===== src/rtl/prm_pkg.sv =====
// Shared definitions for the PRM edge sweeper: configuration code geometry,
// FSM state encoding and the joint field-slice helper.
package prm_pkg;

    localparam int JBITS  = 3;
    localparam int NJOINT = 5;
    localparam int CODE_W = JBITS * NJOINT;

    typedef enum logic [1:0] {
        IDLE  = 2'd0,
        SWEEP = 2'd1,
        DONE  = 2'd2
    } state_t;

    function automatic logic [JBITS-1:0] joint_field(input logic [CODE_W-1:0] code,
                                                     input int                j);
        return code[j*JBITS +: JBITS];
    endfunction

endpackage


===== src/rtl/prm_edge_sweep_if.sv =====
// Request/result handshake bundle between an edge requester and the sweeper.
interface prm_edge_sweep_if #(
    parameter int NUM_OBS = 8
) ();

    logic                        req_valid;
    logic                        req_ready;
    logic [prm_pkg::CODE_W-1:0]  req_start;
    logic [prm_pkg::CODE_W-1:0]  req_end;
    logic                        res_valid;
    logic                        res_ready;
    logic                        res_blocked;
    logic [2:0]                  res_step;
    logic [NUM_OBS-1:0]          res_mask;

    modport master (
        output req_valid, req_start, req_end, res_ready,
        input  req_ready, res_valid, res_blocked, res_step, res_mask
    );

    modport slave (
        input  req_valid, req_start, req_end, res_ready,
        output req_ready, res_valid, res_blocked, res_step, res_mask
    );

endinterface


===== src/rtl/prm_joint_step.sv =====
// Moves one joint index a single count toward its target, saturating at the target.
module prm_joint_step #(
    parameter int W = 3
) (
    input  logic [W-1:0] cur,
    input  logic [W-1:0] tgt,
    output logic [W-1:0] nxt,
    output logic         eq
);

    always_comb begin
        eq = (cur == tgt);
        if (cur < tgt) begin
            nxt = cur + 1'b1;
        end else if (cur > tgt) begin
            nxt = cur - 1'b1;
        end else begin
            nxt = cur;
        end
    end

endmodule


===== src/rtl/prm_edge_sweep.sv =====
// Walks a configuration-space edge one sample per cycle, presenting each sample
// to an external combinational checker bank and reporting the first collision.
module prm_edge_sweep #(
    parameter int NUM_OBS = 8,
    parameter int JBITS   = 3
) (
    input  logic                       clk,
    input  logic                       rst,
    prm_edge_sweep_if.slave            bus,
    output logic [prm_pkg::CODE_W-1:0] sample_code,
    input  logic [NUM_OBS-1:0]         chk_mask
);

    import prm_pkg::*;

    state_t              state;
    state_t              state_nxt;
    logic [CODE_W-1:0]   target;
    logic [CODE_W-1:0]   code_nxt;
    logic [2:0]          step;
    logic [NJOINT-1:0]   joint_eq;
    logic                accept;
    logic                finish;
    logic                adv;
    logic                hit;
    logic                reached;

    for (genvar j = 0; j < NJOINT; j++) begin : g_joint
        prm_joint_step #(.W(JBITS)) u_joint (
            .cur (joint_field(sample_code, j)),
            .tgt (joint_field(target, j)),
            .nxt (code_nxt[j*JBITS +: JBITS]),
            .eq  (joint_eq[j])
        );
    end

    // The checker bank sees sample_code directly, so its verdict for the
    // current sample is available in the same cycle.
    always_comb begin
        state_nxt     = state;
        accept        = 1'b0;
        finish        = 1'b0;
        adv           = 1'b0;
        bus.req_ready = 1'b0;
        bus.res_valid = 1'b0;
        hit           = |chk_mask;
        reached       = &joint_eq;
        case (state)
            IDLE: begin
                bus.req_ready = 1'b1;
                if (bus.req_valid) begin
                    accept    = 1'b1;
                    state_nxt = SWEEP;
                end
            end
            SWEEP: begin
                if (hit || reached) begin
                    finish    = 1'b1;
                    state_nxt = DONE;
                end else begin
                    adv = 1'b1;
                end
            end
            DONE: begin
                bus.res_valid = 1'b1;
                if (bus.res_ready) begin
                    state_nxt = IDLE;
                end
            end
            default: state_nxt = IDLE;
        endcase
    end

    always_ff @(posedge clk) begin
        if (rst) begin
            state <= IDLE;
        end else begin
            state <= state_nxt;
        end
    end

    // A collision wins over reaching the end when both land on one sample.
    always_ff @(posedge clk) begin
        if (rst) begin
            sample_code     <= '0;
            target          <= '0;
            step            <= '0;
            bus.res_blocked <= 1'b0;
            bus.res_step    <= '0;
            bus.res_mask    <= '0;
        end else if (accept) begin
            sample_code <= bus.req_start;
            target      <= bus.req_end;
            step        <= '0;
        end else if (finish) begin
            bus.res_blocked <= hit;
            bus.res_step    <= step;
            bus.res_mask    <= hit ? chk_mask : '0;
        end else if (adv) begin
            sample_code <= code_nxt;
            step        <= step + 3'd1;
        end
    end

endmodule


===== src/flat_wrapper.sv =====
// flat-port wrapper written by rule: the top's interface ports become plain ports
module prm_edge_sweep_flat import prm_pkg::*;
#(
    parameter int NUM_OBS = 8,
    parameter int JBITS   = 3
)
  (clk, rst, sample_code, chk_mask, bus_req_valid, bus_req_start, bus_req_end, bus_res_ready, bus_req_ready, bus_res_valid, bus_res_blocked, bus_res_step, bus_res_mask);
  prm_edge_sweep_if #(.NUM_OBS(NUM_OBS)) bus_i ();
  input  logic clk;
  input  logic rst;
  output logic [prm_pkg::CODE_W-1:0] sample_code;
  input  logic [NUM_OBS-1:0] chk_mask;
  input wire logic [$bits(bus_i.req_valid)-1:0] bus_req_valid;
  input wire logic [$bits(bus_i.req_start)-1:0] bus_req_start;
  input wire logic [$bits(bus_i.req_end)-1:0] bus_req_end;
  input wire logic [$bits(bus_i.res_ready)-1:0] bus_res_ready;
  output wire logic [$bits(bus_i.req_ready)-1:0] bus_req_ready;
  output wire logic [$bits(bus_i.res_valid)-1:0] bus_res_valid;
  output wire logic [$bits(bus_i.res_blocked)-1:0] bus_res_blocked;
  output wire logic [$bits(bus_i.res_step)-1:0] bus_res_step;
  output wire logic [$bits(bus_i.res_mask)-1:0] bus_res_mask;
  assign bus_i.req_valid = bus_req_valid;
  assign bus_i.req_start = bus_req_start;
  assign bus_i.req_end = bus_req_end;
  assign bus_i.res_ready = bus_res_ready;
  assign bus_req_ready = bus_i.req_ready;
  assign bus_res_valid = bus_i.res_valid;
  assign bus_res_blocked = bus_i.res_blocked;
  assign bus_res_step = bus_i.res_step;
  assign bus_res_mask = bus_i.res_mask;
  prm_edge_sweep #(.NUM_OBS(NUM_OBS), .JBITS(JBITS)) u_core (.clk(clk), .rst(rst), .bus(bus_i), .sample_code(sample_code), .chk_mask(chk_mask));
endmodule

===== config.mk =====
export PLATFORM = sky130hd
export DESIGN_NAME = prm_edge_sweep_flat
export DESIGN_NICKNAME = d
export VERILOG_FILES = /design/src/rtl/prm_pkg.sv /design/src/rtl/prm_edge_sweep_if.sv /design/src/rtl/prm_joint_step.sv /design/src/rtl/prm_edge_sweep.sv /design/src/flat_wrapper.sv
export SDC_FILE = /design/constraint.sdc
export NUM_CORES = 1
export LEC_CHECK = 0
export CAP_MARGIN = 20
export CORE_MARGIN = 2
export CORE_UTILIZATION = 30
export DETAILED_ROUTE_END_ITERATION = 8
export GPL_TIMING_DRIVEN = 0
export PLACE_DENSITY_LB_ADDON = 0.2
export SYNTH_ARGS = -nofsm -noshare
export SYNTH_HDL_FRONTEND = slang
export SYNTH_HIERARCHICAL = 1
export SYNTH_SLANG_ARGS = --single-unit

===== constraint.sdc =====
create_clock -name clk -period 3.3 [get_ports clk]
set_input_delay 0.66 -clock clk [delete_from_list [all_inputs] [get_ports clk]]
set_output_delay 0.66 -clock clk [all_outputs]
set_load 0.02 [all_outputs]

==> results.sh, run 1 <==
export IMPL_portBuffers=70
export IMPL_synthesis_instances=346
export IMPL_dominantRegCellSynth="dfxtp_1"
export IMPL_timing_critical_path_fanout_max=10
export IMPL_mappedNetlistArea_um2=2955
export IMPL_ctsHtreeMaxLevel=2
export IMPL_power_density_nw_per_um2=430.5
export IMPL_grt_setup_unrepaired="false"
export IMPL_gr_total_overflow=0
export IMPL_mappedNetlistNets=414
export IMPL_outcome="finished, final reports clean"
export IMPL_initial_utilization=0.3052
export IMPL_clkLatencyLatePin_ns=0.31
export IMPL_final_worst_path_period_need_ns=2.900
export IMPL_slew_viol_final=0
export IMPL_cts_root_buffer="clkbuf_8"
export IMPL_die_height_um=103.3
export IMPL_synth_compound_gate_area_share=0.2019
export IMPL_die_area_um2=10660
export IMPL_worst_slew_margin_rel=0.4679
export IMPL_hold_path_depth=2
export IMPL_post_cts_setup_buffers=0
export IMPL_hold_class="flop to flop"
export IMPL_post_synth_top_count_cell="dfxtp_1"
export IMPL_data_required_time_at_the_worst_endpoint_ns=2.64
export IMPL_final_cell_count_no_fill=557
export IMPL_clock_fmax_mhz=344.8
export IMPL_route_detailed_drc=0
export IMPL_synth_edff_count=0
export IMPL_p_leak_nw=1.527
export IMPL_num_nets_final=491
export IMPL_synth_top_family_by_area="compound AO/OA/AOI/OAI gates"
export IMPL_num_rows=36
export IMPL_top_level_ports=71
export IMPL_routed_via_density=4.661
export IMPL_clock_tree_from_tritoncts="built"
export IMPL_post_cts_resize_count=0
export IMPL_ys_seq_elements=47
export IMPL_worst_endpoint_arrival_ns=2.24
export IMPL_routabilityCongestion=0.8266
export IMPL_cts_reportedPaths_clkPinSlew_ns=0.09
export IMPL_die_w_um=103.3
export IMPL_synth_sequential_area_ratio=0.3184
export IMPL_yosys_warnings=6
export IMPL_syn_mean_instance_area_um2=8.541
export IMPL_total_power_w=0.001694
export IMPL_reg2regPathDepth=9
export IMPL_finalHoldViolations=0
export IMPL_hpwl_mm=5.789
export IMPL_worst_setup_path_end_kind="output pin"
export IMPL_dr_total_vias=2596
export IMPL_ir_drop_v=0.0001756
export IMPL_starting_drc_count_in_detailed_routing=74
export IMPL_antenna_diode_count=0
export IMPL_finalWirelength_mm=7.617
export IMPL_yosysUniqueCellTypes=36
export IMPL_share_of_synthesized_flip_flops_with_an_asynchronous_set_or_reset=0
export IMPL_fillers=967
export IMPL_critPathLaunchType="flop"
export IMPL_setup_viol=0
export IMPL_setup_tns_ns=0
export IMPL_arithmetic_cell_share_of_the_synthesized_area_counting_full_adders_half_adders_and_majority_gates=0.1101
export IMPL_layout_worst_path_cycle_share=0.8789
export IMPL_cts_hold_buffers=0
export IMPL_netlist_top_cells_area="dfxtp_1 (32%), ha_1 (11%), mux2i_1 (7.5%), a21oi_1 (6.3%), inv_1 (5.3%)"
export IMPL_post_synth_simple_gate_area=0.1829
export IMPL_post_synth_top_area_cell="dfxtp_1"
export IMPL_groute_usage_overall=0.1490
export IMPL_detail_route_antenna_nets=0
export IMPL_clock_tree_buffer_depth=2
export IMPL_first_pass_grt_wire_length_mm=12.32
export IMPL_final_layout_size_suffix_gt1_frac=0.08491
export IMPL_synth_mux_area_fraction=0.07451
export IMPL_route_detailed_wl_per_inst_um=13.68
export IMPL_syn2layout_area_growth_pct=33.15
export IMPL_worst_setup_path_type="flop to output pin"
export IMPL_grt_start_max_net_pins=16
export IMPL_vias_in_the_first_global_route=2561
export IMPL_post_synth_xor_area_fraction=0.03260
export IMPL_synth_top_cell_area_share=0.3184
export IMPL_setup_slack_ns=0.3996
export IMPL_clock_skew_final_ns=0.003533
export IMPL_netlist_top_cells_count="dfxtp_1 (47), inv_1 (42), nand2_1 (41), a21oi_1 (37), ha_1 (26)"
export IMPL_max_cap_viol_count=0
export IMPL_drt_first_pass_iters=4
export IMPL_design_core_area_um2=9684
export IMPL_place_inst=549
export IMPL_cts_buffers=5
export IMPL_slew_of_the_pin_with_the_lowest_slew_margin_ns=0.7952
export IMPL_pre_cts_ws_ns=0.4679
export IMPL_clock_sink_count=47
export IMPL_antenna_found_initial=0
## worst paths after layout
check                                             end  slack (ns)                           startpoint
setup reg to reg  u_core/sample_code[13]$_SDFFE_PP0P_        0.73  u_core/sample_code[12]$_SDFFE_PP0P_
hold reg to reg         u_core/target[5]$_SDFFE_PP0P_        0.46        u_core/target[5]$_SDFFE_PP0P_
setup / recovery                        bus_req_ready        0.40         u_core/state[1]$_SDFFE_PP0P_
hold / removal          u_core/target[5]$_SDFFE_PP0P_        0.46        u_core/target[5]$_SDFFE_PP0P_
## worst max-delay path, stage by stage (launching register included)
cell and delay, ns:
dfxtp_1 0.40, clkbuf_1 0.40, buf_1 0.44, nor2_1 0.14
clkdlybuf4s50_1 0.56
## where the power goes
group,total [W],switching (W),internal (W)
sequential,0.000647,0.0000405,0.000606
clock,0.000439,0.000213,0.000226
combinational,0.000608,0.000320,0.000288
## per-stage QoR
stage	hold slack (ns)	utilization	instance area (um2)
3_3_place_gp	0.4440	0.3947	3822
2_1_floorplan	0.4363	-	2955
6_report	0.4600	0.4063	3935
5_1_grt	0.4825	0.4063	3935
4_1_cts	0.4608	0.4063	3935
3_5_place_dp	0.4465	0.3947	3822
## per-layer routing
layer  share of wire  routed length, um  track usage  up-vias
met4           0.011                 85      0.03947        0
li1                -                  -            -     1335
met5               0                  0            0        -
met1            0.48               3652       0.1952     1204
met2            0.47               3577       0.2517       52
met3           0.040                301      0.02890        5
## kinds of logic after synthesis
| group | count (synthesis) |
|---|---|
| multiplexers | 22 |
| AO/OA/AOI/OAI | 85 |
| flip-flops | 47 |
| adder cells (fa/ha/maj) | 26 |
| XOR/XNOR | 11 |
| buffers and inverters | 60 |
| AND/OR/NAND/NOR | 95 |
## final cells by class
cell class                 count  area [um2]  share of cell area
multi-input combinational    239        1779              0.4521
sequential                    47       940.9              0.2391
timing repair buffer          70       700.7              0.1781
tap                          133       166.4             0.04229
inverter                      42       157.7             0.04006
buffer                        18       77.57             0.01971
clock buffer                   5       68.82             0.01749
clock inverter                 3       43.79             0.01113
## layout by cell type (no fill, tap or decap), drive strengths merged, types with 2 or more instances in the layout
cell / Yosys / layout
or2b: 2 / 2
nand2: 41 / 41
buf: 4 / 4
clkdlybuf4s50: 0 / 70
nand3b: 5 / 5
inv: 42 / 42
a21oi: 42 / 42
nor3: 2 / 2
ha: 26 / 26
nor2b: 3 / 3
o21ai: 16 / 16
nand2b: 22 / 22
xnor2: 10 / 10
nor4: 2 / 2
mux2i: 22 / 22
and2: 5 / 5
clkbuf: 14 / 19
clkinv: 0 / 2
a211oi: 2 / 2
dfxtp: 47 / 47
o2111ai: 2 / 2
a221oi: 15 / 15
nand3: 6 / 6
a31oi: 6 / 6
nor2: 3 / 3
## flip-flops by register name, indices dropped and copies added, names as in the netlist
name	flops
u_core/bus.res_blocked	1
u_core/bus.res_mask	8
u_core/bus.res_step	3
u_core/sample_code	15
u_core/state	2
u_core/step	3
u_core/target	15
(Power assumes the default switching activity.)
==> inputs of run 2 (changes only) <==
--- a/config.mk
+++ b/config.mk
@@ -8,6 +8,7 @@
 export CAP_MARGIN = 20
 export CORE_MARGIN = 2
 export CORE_UTILIZATION = 30
+export CTS_BUF_LIST = sky130_fd_sc_hd__clkbuf_8
 export DETAILED_ROUTE_END_ITERATION = 8
 export GPL_TIMING_DRIVEN = 0
 export PLACE_DENSITY_LB_ADDON = 0.2
==> results of run 2 <==
The final DEF is identical to that of run 1; final timing and power are the same.
==> inputs of run 3 (changes only) <==
--- a/config.mk
+++ b/config.mk
@@ -7,11 +7,13 @@
 export LEC_CHECK = 0
 export CAP_MARGIN = 20
 export CORE_MARGIN = 2
-export CORE_UTILIZATION = 30
+export CORE_UTILIZATION = 56
 export CTS_BUF_LIST = sky130_fd_sc_hd__clkbuf_8
+export CTS_CLUSTER_DIAMETER = 60
 export DETAILED_ROUTE_END_ITERATION = 8
 export GPL_TIMING_DRIVEN = 0
 export PLACE_DENSITY_LB_ADDON = 0.2
+export SLEW_MARGIN = 40
 export SYNTH_ARGS = -nofsm -noshare
 export SYNTH_HDL_FRONTEND = slang
 export SYNTH_HIERARCHICAL = 1
==> run 3 against run 2 <==
Net effect:
- hold slack got worse by 0.0018 ns
- clock skew up 0.0035 ns
- flip-flop and latch count unchanged
- wire length is 9.9% lower
- global-route usage grew 8.8 points
- largest cell class unchanged
- highest routed layer unchanged
==> results.sh, run 3 (same netlist as run 1, synthesis figures left out) <==
export IMPL_clock_skew_final_ns=0.007040
export IMPL_final_cell_count_no_fill=494
export IMPL_antenna_found_initial=0
export IMPL_clock_sink_count=47
export IMPL_hold_class="flop to flop"
export IMPL_cp_startpoint="u_core/state[1]$_SDFFE_PP0P_"
export IMPL_post_cts_resize_count=0
export IMPL_critical_path_max_stage_delay_ns=0.57
export IMPL_cts_buffers=5
export IMPL_worst_setup_path_type="flop to output pin"
export IMPL_vias_in_the_first_global_route=2502
export IMPL_final_worst_path_period_need_ns=2.797
export IMPL_regToRegEndpoint="u_core/sample_code[5]$_SDFFE_PP0P_"
export IMPL_clkLatencyLatePin_ns=0.30
export IMPL_timing_critical_path_depth=4
export IMPL_slew_viol_final=0
export IMPL_reg2regPathDepth=9
export IMPL_route_detailed_wl_per_inst_um=13.90
export IMPL_final_layout_size_suffix_gt1_frac=0.08255
export IMPL_max_cap_viol_count=0
export IMPL_clock_tree_buffer_depth=2
export IMPL_cpMaxStageDelayCell="clkdlybuf4s50_1"
export IMPL_regToRegStartpoint="u_core/sample_code[0]$_SDFFE_PP0P_"
export IMPL_destination_of_the_critical_timing_path="bus_req_ready"
export IMPL_num_rows=26
export IMPL_post_cts_setup_buffers=0
export IMPL_crit_family="buffers and inverters"
export IMPL_die_w_um=76.65
export IMPL_drt_first_pass_iters=4
export IMPL_slew_of_the_pin_with_the_lowest_slew_margin_ns=0.8121
export IMPL_cts_hold_buffers=0
export IMPL_power_density_nw_per_um2=423.4
export IMPL_hpwl_mm=5.236
export IMPL_most_common_layout_cells="clkdlybuf4s50_1 (70), dfxtp_1 (47), inv_1 (43), nand2_1 (41), a21oi_1 (37)"
export IMPL_die_area_um2=5874
export IMPL_final_seq_area_um2=940.9
export IMPL_grt_start_max_net_pins=14
export IMPL_dr_total_vias=2601
export IMPL_data_required_time_at_the_worst_endpoint_ns=2.64
export IMPL_grt_setup_unrepaired="false"
export IMPL_multiInputGateArea_um2=1779
export IMPL_pre_cts_ws_ns=0.5697
export IMPL_worst_setup_path_end_kind="output pin"
export IMPL_antenna_diode_count=0
export IMPL_gr_total_overflow=0
export IMPL_hold_path_depth=2
export IMPL_initial_utilization=0.5786
export IMPL_setup_tns_ns=0
export IMPL_fillers=422
export IMPL_layout_worst_path_cycle_share=0.8476
export IMPL_ir_drop_v=0.0002728
export IMPL_setup_slack_ns=0.5029
export IMPL_finalHoldViolations=0
export IMPL_route_detailed_drc=0
export IMPL_routed_via_density=5.265
export IMPL_routabilityCongestion=0.9147
export IMPL_p_leak_nw=1.525
export IMPL_critPathLaunchType="flop"
export IMPL_first_pass_grt_wire_length_mm=11.32
export IMPL_detail_route_antenna_nets=0
export IMPL_clock_fmax_mhz=357.5
export IMPL_die_height_um=76.65
export IMPL_timing_critical_path_fanout_max=10
export IMPL_place_inst=486
export IMPL_clock_tree_from_tritoncts="built"
export IMPL_final_common_cell="clkdlybuf4s50_1"
export IMPL_worst_endpoint_arrival_ns=2.14
export IMPL_groute_usage_overall=0.2373
export IMPL_finalWirelength_mm=6.865
export IMPL_ctsHtreeMaxLevel=2
export IMPL_cts_root_buffer="clkbuf_8"
export IMPL_top_level_ports=71
export IMPL_timing_reg2reg_setup_slack_ns=0.77
export IMPL_design_core_area_um2=5107
export IMPL_critical_path_cell_chain="clkbuf_1 > buf_1 > nor2_1 > clkdlybuf4s50_1"
export IMPL_cts_reportedPaths_clkPinSlew_ns=0.08
export IMPL_portBuffers=70
export IMPL_reg_top3="u_core/sample_code: 15 flops, u_core/target: 15 flops, u_core/bus.res_mask: 8 flops"
export IMPL_worst_slew_margin_rel=0.4586
export IMPL_num_nets_final=491
export IMPL_syn2layout_area_growth_pct=30.06
export IMPL_outcome="finished, final reports clean"
export IMPL_setup_viol=0
export IMPL_critPathBufInv=3
export IMPL_starting_drc_count_in_detailed_routing=85
==> run 3: cell count changes in the layout (fill, tap and decap cells not counted), sizes merged <==
cell and change:
clkbuf +2, clkinv -2, bufinv -1, inv +1
==> run 3: how the worst min path moves through the flow <==
stage                                              start                              to  slack [ns]
final                     u_core/target[10]$_SDFFE_PP0P_  u_core/target[10]$_SDFFE_PP0P_        0.46
after global routing      u_core/target[14]$_SDFFE_PP0P_  u_core/target[14]$_SDFFE_PP0P_        0.48
after CTS                 u_core/target[10]$_SDFFE_PP0P_  u_core/target[10]$_SDFFE_PP0P_        0.46
after detailed placement  u_core/target[10]$_SDFFE_PP0P_  u_core/target[10]$_SDFFE_PP0P_        0.45
after global placement    u_core/target[11]$_SDFFE_PP0P_  u_core/target[11]$_SDFFE_PP0P_        0.44
after floorplan           u_core/target[10]$_SDFFE_PP0P_  u_core/target[10]$_SDFFE_PP0P_        0.44
==> run 3: per-stage QoR <==
step	hold WS, ns	instance area [um2]	power (W)	utilization
after floorplan	0.4363	2955	0.001071	-
after global placement	0.4419	3744	0.001240	0.7330
after detailed placement	0.4492	3744	0.001258	0.7330
after CTS	0.4610	3844	0.001633	0.7526
after global routing	0.4834	3844	0.001728	0.7526
final	0.4582	3844	0.001627	0.7526
==> run 3: cell type report <==
cell class / instances / area share
Tap cell: 70 / 0.02279
Timing Repair Buffer: 70 / 0.1823
Multi-Input combinational cell: 239 / 0.4629
Inverter: 42 / 0.04102
Sequential cell: 47 / 0.2448
Clock buffer: 7 / 0.02507
Buffer: 18 / 0.02018
Clock inverter: 1 / 0.0009766
==> run 3: metal layers <==
metal,vias to the layer above,GRT usage,share of wire
met5,-,0,0
met2,59,0.4248,0.51
met4,0,0.07818,0.011
li1,1333,-,-
met3,8,0.03791,0.041
met1,1201,0.2889,0.44
==> run 3: power by group <==
part | leakage, nW | internal (W) | switching (W)
sequential | 0.386 | 0.000606 | 0.0000395
combinational | 1.08 | 0.000289 | 0.000316
clock | 0.0557 | 0.000188 | 0.000189
total | 1.52 | 0.00108 | 0.000544
==> run 3: tightest hold or removal path, cell delays in order (launching register included) <==
cell     delay [ns]
dfxtp_1        0.31
nand2_1        0.05
a21oi_1        0.05
